$ cat config.mk
export PLATFORM = sky130hd
export DESIGN_NAME = bridge
export DESIGN_NICKNAME = d
export VERILOG_FILES = /design/src/rtl/bridge.sv
export SDC_FILE = /design/constraint.sdc
export NUM_CORES = 1
export LEC_CHECK = 0
export CORE_MARGIN = 8
export CORE_UTILIZATION = 22
export CTS_CLUSTER_DIAMETER = 30
export DETAILED_ROUTE_END_ITERATION = 10
export PLACE_DENSITY_LB_ADDON = 0.25
export SYNTH_ARGS = -nofsm -noshare
export SYNTH_HDL_FRONTEND = slang
export SYNTH_SLANG_ARGS = --single-unit
$ cat constraint.sdc
create_clock -name clk -period 1.6 [get_ports clk]
set_input_delay 0.32 -clock clk [delete_from_list [all_inputs] [get_ports clk]]
set_output_delay 0.32 -clock clk [all_outputs]
set_load 0.01 [all_outputs]
$ cat src/rtl/bridge.sv
// bridge: CPU-to-timer address decode, write steering, read mux and registered HW interrupt vector
module bridge #(
  parameter logic [31:0] TIMER0_BASE = 32'h0000_7F00,
  parameter logic [31:0] TIMER1_BASE = 32'h0000_7F10,
  parameter int          TIMER_SPAN  = 12
) (
  input  logic        clk,
  input  logic        reset,
  input  logic [31:0] path_addr,
  input  logic [31:0] path_data,
  input  logic        path_we,
  input  logic [31:0] timer0_dout,
  input  logic [31:0] timer1_dout,
  input  logic        IRQ0,
  input  logic        IRQ1,
  input  logic        interrupt,
  output logic [7:2]  HW,
  output logic [31:0] PR_RD,
  output logic [31:0] timer_addr,
  output logic [31:0] timer_din,
  output logic        timer0_we,
  output logic        timer1_we
);
  localparam logic [31:0] TIMER0_LAST = TIMER0_BASE + 32'(TIMER_SPAN - 1);
  localparam logic [31:0] TIMER1_LAST = TIMER1_BASE + 32'(TIMER_SPAN - 1);
  logic hit0, hit1;
  // full-width window decode, write steering gated by reset, and read-back mux
  always_comb begin
    hit0 = path_addr >= TIMER0_BASE && path_addr <= TIMER0_LAST;
    hit1 = path_addr >= TIMER1_BASE && path_addr <= TIMER1_LAST;
    timer_addr = path_addr;
    timer_din = path_data;
    timer0_we = path_we & hit0 & ~reset;
    timer1_we = path_we & hit1 & ~reset;
    PR_RD = hit0 ? timer0_dout : hit1 ? timer1_dout : 32'h0;
  end
  // sample interrupt levels once per edge; cleared while reset is high
  always_ff @(posedge clk)
    HW <= reset ? 6'b0 : {3'b000, interrupt, IRQ1, IRQ0};
endmodule

==> results.yml, run 1 <==
finish:
  mostFrequentLayoutCells: "clkdlybuf4s50_1 (102), buf_2 (45), mux2i_1 (32), nor3_2 (21), nor3_4 (11)"
  fillers: 623
  seqCellArea_um2: 60.1
  drive_gt1_share_pct: 43.4
  finish.utilization_pct: 46.6
  multi_input_combinational_cell_area_um2: 913
  registers.top_by_ff_count: "HW"
  layout.cells.most_common: "clkdlybuf4s50_1"
  nets: 416
  largestRegisters: "HW (3)"
  antenna_cells_inserted: 0
  largest_register_ffs: 3
  syn_to_final_growth_pct: 105
cts:
  max-clock-path-buffers: 2
  numCtsBuffers: 3
  cts_root_buf: "clkbuf_8"
  cts_sinks: 3
  cts_tree: "built"
  postCtsHoldBufs: 0
  clock_h_tree_levels: 1
timing:
  final_min_period_over_clock_period_pct: 118
  highest_clock_rate_mhz: 530
  report.final.hold_viol_count: 0
  finalCriticalPeriod_ns: 1.89
  setup_ws_ns: -0.285
  worst_hold_slack_ns: 0.640
  rsz0062_at_grt: "yes"
  timing.final.setup_violations: 34
  timing_max_transition_violations_final: 0
pwr:
  leakage_uw: 0.00138
  worst_ir_drop_vdd_mv: 0.469
  p_total_uw: 791
  power-per-cell-area_mw_per_mm2: 267
global_routing:
  grt.overflow.total: 0
  highest_utilization_routing_layer_at_the_global_route_stage: "met2"
  global_route_wire_length_before_repair_um: 9510
  initial_antenna_violation_count: 0
  met2_usage_pct: 22.3
  grtUsageMet1_pct: 12.0
  largest_net_degree_at_the_start_of_global_routing: 14
  groute.layer.met3.usage_pct: 6.33
  global_route_total_usage_across_every_layer_pct: 12.3
  first_global_vias: 1697
floorplanning:
  std_cell_rows: 29
  fp.dieArea_mm2: 0.00940
  core_area_mm2: 0.00635
  fp.dieH_um: 96.9
  die_width_um: 96.9
  io_pins: 238
  floorplan.initialDensity_pct: 22.7
detailed_routing:
  postRouteWirelength_um: 6400
  post_drt_via_cell_ratio: 4.26
  drt_iter0_drc: 16
  route.detailed.wl_per_inst_um: 17.9
  drtPass1Iterations: 4
  drc: 0
  routed_antenna_nets: 0
  via_count: 1525
placed_design:
  place_ws_ns: -1.12
  routabilityCongestion: 0.681
  hpwl_um: 5260
  io_buffers: 166
run_status:
  outcome: "complete, but fails checks"
  failing_checks: "negative setup slack"
setup_path:
  cp_max_fo: 7
  path_class: "in -> out"
  cp_data_arrival_time_ns: 1.57
  critical_path_data_required_time_ns: 1.28
  critPathLaunchType: "primary input"
  worst_setup_path_end_kind: "output port"
hold_path:
  cell_depth_of_the_worst_hold_path: 0
  hold_path.class: "in -> out"
synth:
  synth_top_area_cells: "buf_4 (35%), mux2i_1 (22%), nor3_2 (21%)"
  yosys_register_bits: 3
  synth_largest_type_area_fraction_pct: 34.9
  gate_count_post_synth: 162
  seq_area_frac_synth_pct: 4.17
  synthesis.yosys.warnings: 0
  synth_area_mm2: 0.00144
  synth_area_leader: "buf_4"
  synth.distinct_cells: 18
  avg_cell_area_syn_um2: 8.90
flow_run:
  max-cap-violations: 0
[power by group]
| group | internal [uW] | switching [uW] |
|---|---|---|
| clock network | 170 | 50.3 |
| registers | 79.4 | 1.05 |
| logic | 328 | 162 |
[synth_stat cells]
| library cell | n |
|---|---|
| buf_4 | 67 |
| mux2i_1 | 32 |
| nor3_2 | 30 |
| buf_6 | 6 |
| buf_2 | 4 |
| dfxtp_1 | 3 |
| nor2b_1 | 3 |
| nor4_2 | 3 |
| nand4_2 | 2 |
| nor3_1 | 2 |
| nor4_1 | 2 |
| nor4b_2 | 2 |
| and3_1 | 1 |
| and4bb_1 | 1 |
| conb_1 | 1 |
| inv_1 | 1 |
| nand2_1 | 1 |
| nand2b_1 | 1 |
[kinds of logic after synthesis]
group | after synthesis | share of synthesized area [%]
other | 1 | 0.260
flip-flops | 3 | 4.17
AND/OR/NAND/NOR | 48 | 32.1
buffers and inverters | 78 | 41.2
multiplexers | 32 | 22.2
[through the flow]
| stage | instance area, um^2 | TNS (ns) | instances |
|---|---|---|---|
| 3_3_place_gp | 2740 | -38.81 | 342 |
| 4_1_cts | 2850 | -8.04 | 355 |
| 2_1_floorplan | 1450 | -0.0713 | 164 |
| 3_5_place_dp | 2740 | -38.98 | 342 |
| 6_report | 2960 | -7.63 | 358 |
| 5_1_grt | 2960 | -9.93 | 358 |
[metal layers]
layer	part of all wire (%)	vias to the layer above
met1	34	658
met2	51	112
met3	12	20
met5	0	-
li1	-	735
met4	2.4	0
[final cells by class]
type,count,area share [%]
multi-input combinational,83,30.8
clock buffer,4,1.52
sequential,3,2.03
inverter,1,0.127
timing repair buffer,190,62.2
tap,77,3.25
[critical path: stages]
cell,delay (ns)
buf_2,0.11
nor4_2,0.28
nand4_2,0.13
buf_8,0.17
buf_12,0.14
buf_8,0.12
nor3_4,0.15
buf_2,0.14
[final timing paths]
check                           end           from  slack (ns)
worst max-delay path      PR_RD[16]  path_addr[24]       -0.29
worst min-delay path  timer_din[25]  path_data[25]        0.64
[timing repair]
item,in CTS,in global routing
endpoints found under the setup margin,64,34
gates resized for setup,266,13
buffers inserted,4,3
pin swaps,22,9
cloned,5,1
Note: power is estimated with default switching activity, not from simulation.
==> run 2, diff against run 1 <==
Settings changed: ABC_AREA from default to 1.
==> run 2 against run 1 <==
Against the previous run:
- the run still ends with negative setup slack left
- sequential power increased by 0.7%
- first-iteration DRC count up 100%
- die area decreased by 2.2%
- synthesized cell count is 41% higher
- total power up 5.1%
==> results.yml, run 2 <==
floorplanning:
  core_area_mm2: 0.00624
  io_pins: 238
  std_cell_rows: 29
  fp.dieArea_mm2: 0.00919
  fp.dieH_um: 95.8
  floorplan.initialDensity_pct: 22.5
  die_width_um: 95.8
finish:
  registers.top_by_ff_count: "HW"
  largest_register_ffs: 3
  layout.cells.most_common: "clkdlybuf4s50_1"
  seqCellArea_um2: 60.1
  mostFrequentLayoutCells: "clkdlybuf4s50_1 (104), buf_6 (39), buf_2 (35), nand2_1 (34), nand4_1 (33)"
  antenna_cells_inserted: 0
  multi_input_combinational_cell_area_um2: 887
  finish.utilization_pct: 55.8
  fillers: 602
  stdcell_area_mm2: 0.00348
  largestRegisters: "HW (3)"
  drive_gt1_share_pct: 43.7
  nets: 510
  syn_to_final_growth_pct: 148
setup_path:
  cp_data_arrival_time_ns: 1.58
  cp_slowest_stage_delay_ns: 0.22
  worst_path_dominant_cell_family: "buffers and inverters"
  critPathLaunchType: "primary input"
  worst_setup_path_end_kind: "output port"
  critical_path_data_required_time_ns: 1.28
  timing.critical_path.buf_inv: 6
  cp_max_fo: 5
  worstSetupPathDepth: 10
  path_class: "in -> out"
  master_of_the_slowest_instance_on_the_critical_path: "a21boi_4"
  crit_path_cell_trace: "buf_6 > nor3_4 > a21boi_4 > buf_6 > buf_12 > buf_12 > buf_16 > nand3_1 > nand2_1 > buf_2"
placed_design:
  io_buffers: 170
  place_ws_ns: -0.997
  hpwl_um: 5630
  detailed_place.area_mm2: 0.00280
  routabilityCongestion: 0.794
pwr:
  power-per-cell-area_mw_per_mm2: 239
  worst_ir_drop_vdd_mv: 0.314
  leakage_uw: 0.00163
synth:
  edff_count_synth: 0
  synth_area_leader: "buf_4"
  synth_largest_type_area_fraction_pct: 41.7
  avg_cell_area_syn_um2: 6.12
  synth_top_area_cells: "buf_4 (42%), nand4_1 (15%), nand2_1 (12%)"
  netlist_top_cells_count: "buf_4 (78), nand2_1 (45), nand3_1 (33), nand4_1 (33), nor2_1 (12)"
  synthesis.yosys.warnings: 0
  synthFlopType: "dfxtp_1"
  gate_count_post_synth: 229
  asyncSetResetFlopFracSynth_pct: 0
  synth.distinct_cells: 19
  synth_most_common_cell: "buf_4"
  seq_area_frac_synth_pct: 4.28
  yosys_register_bits: 3
  synth_area_mm2: 0.00140
cts:
  cts_tree: "built"
  cts_sinks: 3
  clock_h_tree_levels: 1
  clock_slew_at_reported_path_ffs_ns: 0.03
  max-clock-path-buffers: 2
  postCtsHoldBufs: 0
  cts_root_buf: "clkbuf_8"
  numCtsBuffers: 3
global_routing:
  grt.overflow.total: 0
  largest_net_degree_at_the_start_of_global_routing: 20
  initial_antenna_violation_count: 0
  global_route_total_usage_across_every_layer_pct: 16.8
  first_global_vias: 2345
  global_route_wire_length_before_repair_um: 12000
detailed_routing:
  routed_antenna_nets: 0
  via_count: 2110
  wl_met3_um: 979
  drc: 0
  postRouteWirelength_um: 8420
  drt_iter0_drc: 32
  met2RoutedLength_um: 4530
  drtPass1Iterations: 4
  route.layer.met1.wl_um: 2710
  route.top_layer_used: "met4"
  post_drt_via_cell_ratio: 4.67
  route.detailed.wl_per_inst_um: 18.6
timing:
  final_min_period_over_clock_period_pct: 118
  timing.final.setup_violations: 34
  setup_ws_ns: -0.295
  rsz0062_at_grt: "yes"
  highest_clock_rate_mhz: 528
  report.final.hold_viol_count: 0
  finalCriticalPeriod_ns: 1.90
  timing_max_transition_violations_final: 0
run_status:
  failing_checks: "negative setup slack"
  outcome: "complete, but fails checks"
hold_path:
  hold_path_end: "HW[2]"
  hold_path.class: "in -> reg"
  cell_depth_of_the_worst_hold_path: 3
  hold_start: "IRQ0"
flow_run:
  max-cap-violations: 0
-- run 2: cell count changes in the layout (fill, tap and decap cells not counted), sizes merged, moves of 3 or more --
| cell | before | now |
|---|---|---|
| inv | 1 | 6 |
| mux2i | 32 | 0 |
| nand4 | 2 | 33 |
| nand3 | 0 | 34 |
| nand2 | 1 | 46 |
| nor2 | 0 | 18 |
| nor3 | 32 | 3 |
| nor2b | 3 | 0 |
| buf | 76 | 116 |
| nor4 | 5 | 0 |
| dlygate4sd2 | 5 | 0 |
| clkdlybuf4s15 | 6 | 0 |
-- run 2: metrics by stage --
| stage | setup TNS, ns | power, uW | hold slack [ns] | instances |
|---|---|---|---|---|
| 6_report | -8.31 | 831 | 0.626 | 452 |
| 5_1_grt | -10.56 | 875 | 0.639 | 452 |
| 4_1_cts | -9.46 | 813 | 0.616 | 452 |
| 3_5_place_dp | -35.66 | 525 | 0.640 | 411 |
| 3_3_place_gp | -34.87 | 523 | 0.640 | 411 |
| 2_1_floorplan | 0 | 291 | 0.391 | 231 |
-- run 2: final cells by class --
type / instances / share of cell area, %
inverter: 6 / 0.719
multi-input combinational: 139 / 25.5
sequential: 3 / 1.73
tap: 77 / 2.77
timing repair buffer: 223 / 68.0
clock buffer: 4 / 1.29
-- run 2: how the worst max path moves through the flow --
stage,from,endpoint,slack [ns]
2_1_floorplan,path_addr[6],PR_RD[10],0.12
3_3_place_gp,path_addr[12],timer0_we,-0.98
3_5_place_dp,path_addr[11],timer0_we,-1.0
4_1_cts,path_addr[30],timer1_we,-0.30
5_1_grt,path_addr[5],PR_RD[3],-0.36
6_report,path_addr[5],PR_RD[3],-0.30
-- run 2: kinds of logic (layout without fill, tap and decap cells) --
logic type	count (synthesis)	in the layout	share of synthesized area, %
and+or+nand+nor	135	135	49.6
buffers and inverters	89	233	45.0
AOI/OAI and AO/OA	1	1	0.803
other	1	3	0.267
DFF	3	3	4.28
-- run 2: timing repair --
action / 4_1_cts / 5_1_grt
pin swaps: 42 / 44
buffers inserted: 25 / 2
resized for setup: 311 / 58
hold endpoints to repair: 0 / 0
setup endpoints to repair: 66 / 34
cloned: 12 / 1
-- run 2: routing by layer --
| layer | up-vias | global-route usage (%) |
|---|---|---|
| met5 | - | 0 |
| met1 | 967 | 16.2 |
| met3 | 20 | 6.55 |
| met4 | 0 | 6.53 |
| met2 | 122 | 31.3 |
| li1 | 1001 | - |
-- run 2: power breakdown --
group / leakage [uW] / internal [uW] / switching [uW]
logic: 0.00159 / 359 / 164
clock network: 0.0000228 / 170 / 56.6
registers: 0.0000250 / 79.4 / 1.71
-- run 2: worst min-delay path: stages --
cell and delay [ns]:
clkdlybuf4s50_1 0.40, inv_1 0.05, nor2_1 0.03
